### config.mk
export PLATFORM = sky130hd
export DESIGN_NAME = decode_stage_flat
export DESIGN_NICKNAME = d
export VERILOG_FILES = /design/src/rtl/rv_decode_pkg.sv /design/src/rtl/decode_stage_if.sv /design/src/rtl/decode_core.sv /design/src/rtl/decode_stage.sv /design/src/flat_wrapper.sv
export SDC_FILE = /design/constraint.sdc
export NUM_CORES = 1
export LEC_CHECK = 0
export CORE_UTILIZATION = 40
export DETAILED_ROUTE_END_ITERATION = 7
export MAX_ROUTING_LAYER = met4
export PLACE_DENSITY_LB_ADDON = 0.25
export SLEW_MARGIN = 20
export SYNTH_ARGS = -nofsm -noshare
export SYNTH_HDL_FRONTEND = slang
export SYNTH_HIERARCHICAL = 1
export SYNTH_SLANG_ARGS = --single-unit
### constraint.sdc
create_clock -name clk -period 6 [get_ports clk]
set_input_delay 0.9 -clock clk [delete_from_list [all_inputs] [get_ports clk]]
set_output_delay 0.9 -clock clk [all_outputs]
set_load 0.02 [all_outputs]
### src/rtl/rv_decode_pkg.sv
// Shared RV32I/M decode types: opcodes, ALU and kind encodings, memory width
// codes and the packed bundle handed from decode to execute.
package rv_decode_pkg;

  localparam logic [6:0] OPC_OP     = 7'b0110011;
  localparam logic [6:0] OPC_OP_IMM = 7'b0010011;
  localparam logic [6:0] OPC_LOAD   = 7'b0000011;
  localparam logic [6:0] OPC_STORE  = 7'b0100011;
  localparam logic [6:0] OPC_BRANCH = 7'b1100011;
  localparam logic [6:0] OPC_JAL    = 7'b1101111;
  localparam logic [6:0] OPC_JALR   = 7'b1100111;
  localparam logic [6:0] OPC_LUI    = 7'b0110111;
  localparam logic [6:0] OPC_AUIPC  = 7'b0010111;

  localparam logic [6:0] F7_BASE = 7'b0000000;
  localparam logic [6:0] F7_ALT  = 7'b0100000;
  localparam logic [6:0] F7_MULD = 7'b0000001;

  localparam logic [1:0] MEM_B = 2'b00;
  localparam logic [1:0] MEM_H = 2'b01;
  localparam logic [1:0] MEM_W = 2'b10;

  typedef enum logic [3:0] {
    ALU_ADD  = 4'b0000,
    ALU_SUB  = 4'b0001,
    ALU_XOR  = 4'b0010,
    ALU_OR   = 4'b0011,
    ALU_AND  = 4'b0100,
    ALU_SLL  = 4'b0101,
    ALU_SRL  = 4'b0110,
    ALU_SRA  = 4'b1000,
    ALU_SLT  = 4'b1001,
    ALU_SLTU = 4'b1011,
    ALU_MUL  = 4'b1100,
    ALU_DIV  = 4'b1101
  } alu_op_e;

  // KIND_NONE is the all-zero reset value of an empty bundle.
  typedef enum logic [3:0] {
    KIND_NONE    = 4'd0,
    KIND_ALU_R   = 4'd1,
    KIND_ALU_I   = 4'd2,
    KIND_LOAD    = 4'd3,
    KIND_STORE   = 4'd4,
    KIND_BRANCH  = 4'd5,
    KIND_JAL     = 4'd6,
    KIND_JALR    = 4'd7,
    KIND_LUI     = 4'd8,
    KIND_AUIPC   = 4'd9,
    KIND_ILLEGAL = 4'd15
  } kind_e;

  typedef struct packed {
    kind_e       kind;
    alu_op_e     alu_op;
    logic [2:0]  br_op;
    logic [31:0] imm;
    logic [4:0]  rs1;
    logic [4:0]  rs2;
    logic [4:0]  rd;
    logic        rs1_used;
    logic        rs2_used;
    logic        reg_write;
    logic        mem_read;
    logic        mem_write;
    logic [1:0]  mem_width;
    logic        mem_unsigned;
    logic        illegal;
  } dec_bundle_t;

  // funct3[1:0] of a load/store to the access width code.
  function automatic logic [1:0] width_code(input logic [2:0] f3);
    case (f3[1:0])
      2'b00:   return MEM_B;
      2'b01:   return MEM_H;
      default: return MEM_W;
    endcase
  endfunction

endpackage

### src/rtl/decode_stage_if.sv
// Fetch-side and execute-side handshake bundle of the decode stage.
// slave = the stage itself, master = the surrounding pipeline.
interface decode_stage_if #(parameter int PC_W = 32);
  logic            in_valid;
  logic            in_ready;
  logic [31:0]     in_instr;
  logic [PC_W-1:0] in_pc;
  logic            flush;
  logic            out_valid;
  logic            out_ready;
  logic [PC_W-1:0] out_pc;
  logic [3:0]      out_kind;
  logic [3:0]      out_alu_op;
  logic [2:0]      out_br_op;
  logic [31:0]     out_imm;
  logic [4:0]      out_rs1;
  logic [4:0]      out_rs2;
  logic [4:0]      out_rd;
  logic            out_rs1_used;
  logic            out_rs2_used;
  logic            out_reg_write;
  logic            out_mem_read;
  logic            out_mem_write;
  logic [1:0]      out_mem_width;
  logic            out_mem_unsigned;
  logic            out_illegal;

  modport slave (
    input  in_valid, in_instr, in_pc, flush, out_ready,
    output in_ready, out_valid, out_pc, out_kind, out_alu_op, out_br_op,
           out_imm, out_rs1, out_rs2, out_rd, out_rs1_used, out_rs2_used,
           out_reg_write, out_mem_read, out_mem_write, out_mem_width,
           out_mem_unsigned, out_illegal
  );

  modport master (
    output in_valid, in_instr, in_pc, flush, out_ready,
    input  in_ready, out_valid, out_pc, out_kind, out_alu_op, out_br_op,
           out_imm, out_rs1, out_rs2, out_rd, out_rs1_used, out_rs2_used,
           out_reg_write, out_mem_read, out_mem_write, out_mem_width,
           out_mem_unsigned, out_illegal
  );
endinterface

### src/rtl/decode_core.sv
// Purely combinational RV32I(+M) instruction -> decoded bundle.
module decode_core
  import rv_decode_pkg::*;
#(
  parameter bit ENABLE_M = 1'b1
) (
  input  logic [31:0] i_instr,
  output dec_bundle_t o_dec
);

  logic [6:0]  w_opc, w_f7;
  logic [2:0]  w_f3;
  logic [31:0] w_imm_i, w_imm_s, w_imm_b, w_imm_u, w_imm_j, w_imm_sh;
  logic        w_ill;
  dec_bundle_t w_dec;

  assign w_opc    = i_instr[6:0];
  assign w_f3     = i_instr[14:12];
  assign w_f7     = i_instr[31:25];
  assign w_imm_i  = {{20{i_instr[31]}}, i_instr[31:20]};
  assign w_imm_s  = {{20{i_instr[31]}}, i_instr[31:25], i_instr[11:7]};
  assign w_imm_b  = {{19{i_instr[31]}}, i_instr[31], i_instr[7], i_instr[30:25], i_instr[11:8], 1'b0};
  assign w_imm_u  = {i_instr[31:12], 12'b0};
  assign w_imm_j  = {{11{i_instr[31]}}, i_instr[31], i_instr[19:12], i_instr[20], i_instr[30:21], 1'b0};
  assign w_imm_sh = {27'b0, i_instr[24:20]};

  // Field decode; everything defaults to zero so no path leaves X or a latch.
  always_comb begin
    w_dec     = '0;
    w_dec.rs1 = i_instr[19:15];
    w_dec.rs2 = i_instr[24:20];
    w_dec.rd  = i_instr[11:7];
    w_ill     = (i_instr[1:0] != 2'b11);
    case (w_opc)
      OPC_OP: begin
        w_dec.kind      = KIND_ALU_R;
        w_dec.rs1_used  = 1'b1;
        w_dec.rs2_used  = 1'b1;
        w_dec.reg_write = 1'b1;
        if (w_f7 == F7_BASE) begin
          case (w_f3)
            3'b001:  w_dec.alu_op = ALU_SLL;
            3'b010:  w_dec.alu_op = ALU_SLT;
            3'b011:  w_dec.alu_op = ALU_SLTU;
            3'b100:  w_dec.alu_op = ALU_XOR;
            3'b101:  w_dec.alu_op = ALU_SRL;
            3'b110:  w_dec.alu_op = ALU_OR;
            3'b111:  w_dec.alu_op = ALU_AND;
            default: w_dec.alu_op = ALU_ADD;
          endcase
        end else if (w_f7 == F7_ALT) begin
          if (w_f3 == 3'b000)      w_dec.alu_op = ALU_SUB;
          else if (w_f3 == 3'b101) w_dec.alu_op = ALU_SRA;
          else                     w_ill = 1'b1;
        end else if (ENABLE_M && w_f7 == F7_MULD) begin
          if (w_f3 == 3'b000)      w_dec.alu_op = ALU_MUL;
          else if (w_f3 == 3'b100) w_dec.alu_op = ALU_DIV;
          else                     w_ill = 1'b1;
        end else begin
          w_ill = 1'b1;
        end
      end
      OPC_OP_IMM: begin
        w_dec.kind      = KIND_ALU_I;
        w_dec.rs1_used  = 1'b1;
        w_dec.reg_write = 1'b1;
        w_dec.imm       = w_imm_i;
        case (w_f3)
          3'b001: begin
            w_dec.alu_op = ALU_SLL;
            w_dec.imm    = w_imm_sh;
            if (w_f7 != F7_BASE) w_ill = 1'b1;
          end
          3'b101: begin
            w_dec.imm = w_imm_sh;
            if (w_f7 == F7_BASE)     w_dec.alu_op = ALU_SRL;
            else if (w_f7 == F7_ALT) w_dec.alu_op = ALU_SRA;
            else                     w_ill = 1'b1;
          end
          3'b010:  w_dec.alu_op = ALU_SLT;
          3'b011:  w_dec.alu_op = ALU_SLTU;
          3'b100:  w_dec.alu_op = ALU_XOR;
          3'b110:  w_dec.alu_op = ALU_OR;
          3'b111:  w_dec.alu_op = ALU_AND;
          default: w_dec.alu_op = ALU_ADD;
        endcase
      end
      OPC_LOAD: begin
        w_dec.kind         = KIND_LOAD;
        w_dec.rs1_used     = 1'b1;
        w_dec.reg_write    = 1'b1;
        w_dec.mem_read     = 1'b1;
        w_dec.imm          = w_imm_i;
        w_dec.mem_width    = width_code(w_f3);
        w_dec.mem_unsigned = w_f3[2];
        if (w_f3 == 3'b011 || w_f3 == 3'b110 || w_f3 == 3'b111) w_ill = 1'b1;
      end
      OPC_STORE: begin
        w_dec.kind      = KIND_STORE;
        w_dec.rs1_used  = 1'b1;
        w_dec.rs2_used  = 1'b1;
        w_dec.mem_write = 1'b1;
        w_dec.imm       = w_imm_s;
        w_dec.mem_width = width_code(w_f3);
        if (w_f3 > 3'b010) w_ill = 1'b1;
      end
      OPC_BRANCH: begin
        w_dec.kind     = KIND_BRANCH;
        w_dec.rs1_used = 1'b1;
        w_dec.rs2_used = 1'b1;
        w_dec.br_op    = w_f3;
        w_dec.imm      = w_imm_b;
        if (w_f3 == 3'b010 || w_f3 == 3'b011) w_ill = 1'b1;
      end
      OPC_JAL: begin
        w_dec.kind      = KIND_JAL;
        w_dec.reg_write = 1'b1;
        w_dec.imm       = w_imm_j;
      end
      OPC_JALR: begin
        w_dec.kind      = KIND_JALR;
        w_dec.rs1_used  = 1'b1;
        w_dec.reg_write = 1'b1;
        w_dec.imm       = w_imm_i;
        if (w_f3 != 3'b000) w_ill = 1'b1;
      end
      OPC_LUI: begin
        w_dec.kind      = KIND_LUI;
        w_dec.reg_write = 1'b1;
        w_dec.imm       = w_imm_u;
      end
      OPC_AUIPC: begin
        w_dec.kind      = KIND_AUIPC;
        w_dec.reg_write = 1'b1;
        w_dec.imm       = w_imm_u;
      end
      default: w_ill = 1'b1;
    endcase
    // Illegal bundles still flow downstream, but must not touch state.
    if (w_ill) begin
      w_dec.kind         = KIND_ILLEGAL;
      w_dec.reg_write    = 1'b0;
      w_dec.mem_read     = 1'b0;
      w_dec.mem_write    = 1'b0;
      w_dec.br_op        = 3'b000;
      w_dec.mem_width    = 2'b00;
      w_dec.mem_unsigned = 1'b0;
    end
    w_dec.illegal = w_ill;
    if (w_dec.rd == 5'd0) w_dec.reg_write = 1'b0;
  end

  assign o_dec = w_dec;

endmodule

### src/rtl/decode_stage.sv
// Registered valid/ready decode stage between fetch and execute.
// SKID=1: output register + one skid entry, registered in_ready.
// SKID=0: single output register, combinational in_ready.
module decode_stage
  import rv_decode_pkg::*;
#(
  parameter int PC_W     = 32,
  parameter bit ENABLE_M = 1'b1,
  parameter bit SKID     = 1'b1
) (
  input  logic          clk,
  input  logic          rst,
  decode_stage_if.slave bus
);

  typedef struct packed {
    logic [PC_W-1:0] pc;
    dec_bundle_t     dec;
  } entry_t;

  dec_bundle_t w_dec;
  entry_t      w_new, w_out;
  logic        w_out_vld, w_in_ready, w_accept, w_consume;

  decode_core #(.ENABLE_M(ENABLE_M)) u_core (
    .i_instr (bus.in_instr),
    .o_dec   (w_dec)
  );

  assign w_new     = '{pc: bus.in_pc, dec: w_dec};
  assign w_accept  = bus.in_valid & w_in_ready;
  assign w_consume = w_out_vld & bus.out_ready;

  if (SKID) begin : g_skid
    entry_t r_out, r_skid;
    logic   r_out_vld, r_skid_vld, r_in_ready;

    // Two-entry FIFO: skid only fills while the output is stalled, and
    // in_ready tracks the next skid occupancy so it is a clean flop.
    always_ff @(posedge clk or posedge rst) begin
      if (rst) begin
        r_out      <= '0;
        r_skid     <= '0;
        r_out_vld  <= 1'b0;
        r_skid_vld <= 1'b0;
        r_in_ready <= 1'b1;
      end else if (bus.flush) begin
        r_out_vld  <= 1'b0;
        r_skid_vld <= 1'b0;
        r_in_ready <= 1'b1;
      end else if (!r_out_vld) begin
        if (w_accept) begin
          r_out     <= w_new;
          r_out_vld <= 1'b1;
        end
      end else if (w_consume) begin
        if (r_skid_vld) begin
          r_out <= r_skid;
          if (w_accept) begin
            r_skid <= w_new;
          end else begin
            r_skid_vld <= 1'b0;
            r_in_ready <= 1'b1;
          end
        end else if (w_accept) begin
          r_out <= w_new;
        end else begin
          r_out_vld <= 1'b0;
        end
      end else if (w_accept) begin
        r_skid     <= w_new;
        r_skid_vld <= 1'b1;
        r_in_ready <= 1'b0;
      end
    end

    assign w_out      = r_out;
    assign w_out_vld  = r_out_vld;
    assign w_in_ready = r_in_ready;
  end else begin : g_noskid
    entry_t r_out;
    logic   r_out_vld;

    // Single register: a new accept overwrites the entry being consumed.
    always_ff @(posedge clk or posedge rst) begin
      if (rst) begin
        r_out     <= '0;
        r_out_vld <= 1'b0;
      end else if (bus.flush) begin
        r_out_vld <= 1'b0;
      end else if (w_accept) begin
        r_out     <= w_new;
        r_out_vld <= 1'b1;
      end else if (w_consume) begin
        r_out_vld <= 1'b0;
      end
    end

    assign w_out      = r_out;
    assign w_out_vld  = r_out_vld;
    assign w_in_ready = bus.out_ready | ~r_out_vld;
  end

  assign bus.in_ready         = w_in_ready;
  assign bus.out_valid        = w_out_vld;
  assign bus.out_pc           = w_out.pc;
  assign bus.out_kind         = w_out.dec.kind;
  assign bus.out_alu_op       = w_out.dec.alu_op;
  assign bus.out_br_op        = w_out.dec.br_op;
  assign bus.out_imm          = w_out.dec.imm;
  assign bus.out_rs1          = w_out.dec.rs1;
  assign bus.out_rs2          = w_out.dec.rs2;
  assign bus.out_rd           = w_out.dec.rd;
  assign bus.out_rs1_used     = w_out.dec.rs1_used;
  assign bus.out_rs2_used     = w_out.dec.rs2_used;
  assign bus.out_reg_write    = w_out.dec.reg_write;
  assign bus.out_mem_read     = w_out.dec.mem_read;
  assign bus.out_mem_write    = w_out.dec.mem_write;
  assign bus.out_mem_width    = w_out.dec.mem_width;
  assign bus.out_mem_unsigned = w_out.dec.mem_unsigned;
  assign bus.out_illegal      = w_out.dec.illegal;

endmodule

### src/flat_wrapper.sv
// flat-port wrapper written by rule: the top's interface ports become plain ports
module decode_stage_flat import rv_decode_pkg::*;
#(
  parameter int PC_W     = 32,
  parameter bit ENABLE_M = 1'b1,
  parameter bit SKID     = 1'b1
)
  (clk, rst, bus_in_valid, bus_in_instr, bus_in_pc, bus_flush, bus_out_ready, bus_in_ready, bus_out_valid, bus_out_pc, bus_out_kind, bus_out_alu_op, bus_out_br_op, bus_out_imm, bus_out_rs1, bus_out_rs2, bus_out_rd, bus_out_rs1_used, bus_out_rs2_used, bus_out_reg_write, bus_out_mem_read, bus_out_mem_write, bus_out_mem_width, bus_out_mem_unsigned, bus_out_illegal);
  decode_stage_if #(.PC_W(PC_W)) bus_i ();
  input  logic clk;
  input  logic rst;
  input wire logic [$bits(bus_i.in_valid)-1:0] bus_in_valid;
  input wire logic [$bits(bus_i.in_instr)-1:0] bus_in_instr;
  input wire logic [$bits(bus_i.in_pc)-1:0] bus_in_pc;
  input wire logic [$bits(bus_i.flush)-1:0] bus_flush;
  input wire logic [$bits(bus_i.out_ready)-1:0] bus_out_ready;
  output wire logic [$bits(bus_i.in_ready)-1:0] bus_in_ready;
  output wire logic [$bits(bus_i.out_valid)-1:0] bus_out_valid;
  output wire logic [$bits(bus_i.out_pc)-1:0] bus_out_pc;
  output wire logic [$bits(bus_i.out_kind)-1:0] bus_out_kind;
  output wire logic [$bits(bus_i.out_alu_op)-1:0] bus_out_alu_op;
  output wire logic [$bits(bus_i.out_br_op)-1:0] bus_out_br_op;
  output wire logic [$bits(bus_i.out_imm)-1:0] bus_out_imm;
  output wire logic [$bits(bus_i.out_rs1)-1:0] bus_out_rs1;
  output wire logic [$bits(bus_i.out_rs2)-1:0] bus_out_rs2;
  output wire logic [$bits(bus_i.out_rd)-1:0] bus_out_rd;
  output wire logic [$bits(bus_i.out_rs1_used)-1:0] bus_out_rs1_used;
  output wire logic [$bits(bus_i.out_rs2_used)-1:0] bus_out_rs2_used;
  output wire logic [$bits(bus_i.out_reg_write)-1:0] bus_out_reg_write;
  output wire logic [$bits(bus_i.out_mem_read)-1:0] bus_out_mem_read;
  output wire logic [$bits(bus_i.out_mem_write)-1:0] bus_out_mem_write;
  output wire logic [$bits(bus_i.out_mem_width)-1:0] bus_out_mem_width;
  output wire logic [$bits(bus_i.out_mem_unsigned)-1:0] bus_out_mem_unsigned;
  output wire logic [$bits(bus_i.out_illegal)-1:0] bus_out_illegal;
  assign bus_i.in_valid = bus_in_valid;
  assign bus_i.in_instr = bus_in_instr;
  assign bus_i.in_pc = bus_in_pc;
  assign bus_i.flush = bus_flush;
  assign bus_i.out_ready = bus_out_ready;
  assign bus_in_ready = bus_i.in_ready;
  assign bus_out_valid = bus_i.out_valid;
  assign bus_out_pc = bus_i.out_pc;
  assign bus_out_kind = bus_i.out_kind;
  assign bus_out_alu_op = bus_i.out_alu_op;
  assign bus_out_br_op = bus_i.out_br_op;
  assign bus_out_imm = bus_i.out_imm;
  assign bus_out_rs1 = bus_i.out_rs1;
  assign bus_out_rs2 = bus_i.out_rs2;
  assign bus_out_rd = bus_i.out_rd;
  assign bus_out_rs1_used = bus_i.out_rs1_used;
  assign bus_out_rs2_used = bus_i.out_rs2_used;
  assign bus_out_reg_write = bus_i.out_reg_write;
  assign bus_out_mem_read = bus_i.out_mem_read;
  assign bus_out_mem_write = bus_i.out_mem_write;
  assign bus_out_mem_width = bus_i.out_mem_width;
  assign bus_out_mem_unsigned = bus_i.out_mem_unsigned;
  assign bus_out_illegal = bus_i.out_illegal;
  decode_stage #(.PC_W(PC_W), .ENABLE_M(ENABLE_M), .SKID(SKID)) u_core (.clk(clk), .rst(rst), .bus(bus_i));
endmodule
==> impl_results.md <==
- Status: finished clean
- PD cells: 319.7 nW/um2
- Synth Register Bits: 201
- CTS tree: yes
- Final Max Slew Viols: 0
- Register area: 5031 um2
- Layout Skew: 0.005502 ns
- Ys Warns: 6
- Resized Gates After CTS: 0
- Syn nets: 829
- Unrepaired setup endpoints after global routing: false
- CP arrival: 3.42 ns
- DR pass1 iterations: 5
- Initial Utilization: 40.81%
- Worst vdd ir: 200.9 uV
- Largest net degree at the start of global routing: 108
- DR WL/cell: 19.54 um
- Post-Syn Instances: 760
- Period utilization: 50.54%
- DRC Markers: 0
- PortBufs: 169
- Nets: 956
- CP Capture Type: flop
- Layout cell share with drive strength beyond 1: 24.03%
- Final ANT Viol Nets: 0
- Clock buffer depth: 3
- 1st-iter DRT viols: 436
- Row Count: 56
- Clock transition at the registers of the reported paths: 0.06 ns
- Critical Setup Path Class: input pin to flop
- Post-CTS Setup Bufs: 0
- FFs w/ async S/R, synth: 100.0%
- Min Hold Slack: 0.4771 ns
- Synthesized cell area: 9608 um2
- Area delta synth->final: 25.67%
- Ports: 170
- DIE HEIGHT: 157.0 um
- Final setup fails: 0
- GRT Util Overall: 20.20%
- Post-layout min period: 3.032 ns
- Hold path startpoint: u_core/g_skid.r_skid[31]
- Post-synth EDFFs: 0
- Num CTS Buffers: 24
- Die Wd: 157.0 um
- Commonest cells after routing, fill and taps aside: 200 x dfrtp_1, 169 x clkdlybuf4s50_1, 89 x mux2_2
- CP required: 6.39 ns
- Gpl congestion: 0.8668
- First-pass GRT wire length: 37.76 mm
- Fmax: 329.8 MHz
- Commonest register cell after synthesis: dfrtp_1
- Distinct cells, synth: 68
- Seq/Total Area, Yosys: 52.36%
- CP max FO: 53
- Vias per cell: 5.490
- Worst min path class: flop to flop
- Routed WL: 23.90 mm
- Vias in the first global route: 6756
- Core area: 23540 um2
- Slew HR: 38.63%
- Avg Inst Size Synth: 12.64 um2
- Die Area: 24640 um2
- CTS Hold Bufs: 0
- Worst slew pin tran: 0.9205 ns
- Origin of the worst setup path: bus_flush
- Reg2reg start: u_core/bus.out_valid
- Detailed Place HPWL: 15.30 mm
- Total number of vias: 6714
- Multi-input logic area: 4041 um2
- Startpoint Class: input pin
- Setup TNS: 0 ns
- Final Hold Fails: 0
- Sinks on the clock net: 201
- Clock Latency Late Sink: 0.51 ns
- Lkg Pwr: 5.177 nW
- Overflow after GRT: 0
- Commonest non-fill, non-tap cell in the layout: dfrtp_1
- Max Cap Viol: 0
- Root Buffer: clkbuf_16
- FILL cells: 2117
- Initial antenna violation count: 1
- CTS H-tree lvls: 1
-- worst max-delay path, cell delays in order --
cell and delay (ns):
clkdlybuf4s50_1 0.60, and4bb_4 1.03, buf_4 0.48, mux2_2 0.39
-- sequential cells by signal, summed over array words and instances, names as in the netlist --
signal                       flops
u_core/bus.out_rs2_used          1
u_core/bus.out_mem_read          1
u_core/bus.out_pc               32
u_core/bus.out_mem_write         1
u_core/bus.out_alu_op            4
u_core/bus.out_valid             1
u_core/bus.in_ready              1
u_core/bus.out_rd                5
u_core/bus.out_rs1_used          1
u_core/g_skid.r_skid            99
u_core/bus.out_kind              4
u_core/bus.out_br_op             3
u_core/bus.out_mem_unsigned      1
u_core/g_skid.r_skid_vld         1
u_core/bus.out_imm              32
u_core/bus.out_rs2               5
u_core/bus.out_rs1               5
u_core/bus.out_reg_write         1
u_core/bus.out_mem_width         2
u_core/bus.out_illegal           1
-- cells in the mapped netlist, drive strengths merged (10+ instances only) --
master / instances / area, um2
a221o: 44 / 444.2
nor2b: 12 / 75.07
nand2: 23 / 86.33
o21ai: 10 / 50.04
o221a: 54 / 608.1
a21o: 23 / 172.7
mux2: 98 / 1104
and2: 50 / 315.3
nand2b: 60 / 390.4
buf: 58 / 450.4
clkbuf: 20 / 75.07
a21oi: 14 / 81.33
dfrtp: 200 / 5005
-- area by class of cell --
cell class | instances | area share, %
Timing Repair Buffer | 179 | 14.74
Clock buffer | 37 | 6.301
Antenna cell | 1 | 0.02073
Clock inverter | 5 | 0.2487
Multi-Input combinational cell | 474 | 33.47
Tap cell | 319 | 3.306
Sequential cell | 201 | 41.67
Inverter | 7 | 0.2487
-- final timing paths --
check | to | slack, ns | cells after the start
min in group asynchronous | u_core/bus.out_rs2[0] | 0.85 | 2
max in group asynchronous | u_core/g_skid.r_skid[54] | 3.84 | 3
min reg2reg | u_core/g_skid.r_skid[31] | 0.48 | 1
max | u_core/g_skid.r_skid[66] | 2.97 | 4
min | u_core/g_skid.r_skid[31] | 0.48 | 1
max reg2reg | u_core/g_skid.r_skid[66] | 3.37 | 4
-- cells by family after synthesis --
group	after synthesis	share of synthesized area [%]
AO/OA/AOI/OAI	175	17.16
XOR/XNOR	1	0.09117
multiplexers	100	11.69
AND/OR/NAND/NOR	198	12.94
buffers and inverters	85	5.743
flip-flops	201	52.36
-- power by group --
| part | internal (mW) | total, mW | switching, mW |
|---|---|---|---|
| Combinational | 0.416 | 0.759 | 0.343 |
| Clock | 0.867 | 1.42 | 0.553 |
| Sequential | 1.57 | 1.68 | 0.111 |
| Total | 2.85 | 3.86 | 1.01 |
-- per-layer routing --
metal | GRT usage (%) | vias up | routed length, um
li1 | - | 3076 | -
met1 | 27.35 | 3436 | 11210
met2 | 31.53 | 180 | 11040
met3 | 3.717 | 22 | 1353
met4 | 4.435 | 0 | 295
met5 | - | - | 0
-- stage by stage --
| step | std cells | instance area, um2 | setup WS (ns) | total power, mW | util, % |
|---|---|---|---|---|---|
| after floorplan | 760 | 9612 | 2.498 | 2.141 | - |
| after global placement | 1180 | 11280 | 2.457 | 2.452 | 47.92 |
| after detailed placement | 1180 | 11280 | 2.409 | 2.467 | 47.92 |
| after CTS | 1222 | 12070 | 2.948 | 3.918 | 51.28 |
| after global routing | 1223 | 12070 | 2.850 | 4.036 | 51.29 |
| final | 1223 | 12070 | 2.968 | 3.860 | 51.29 |
Power figures use the tool's default switching activity.
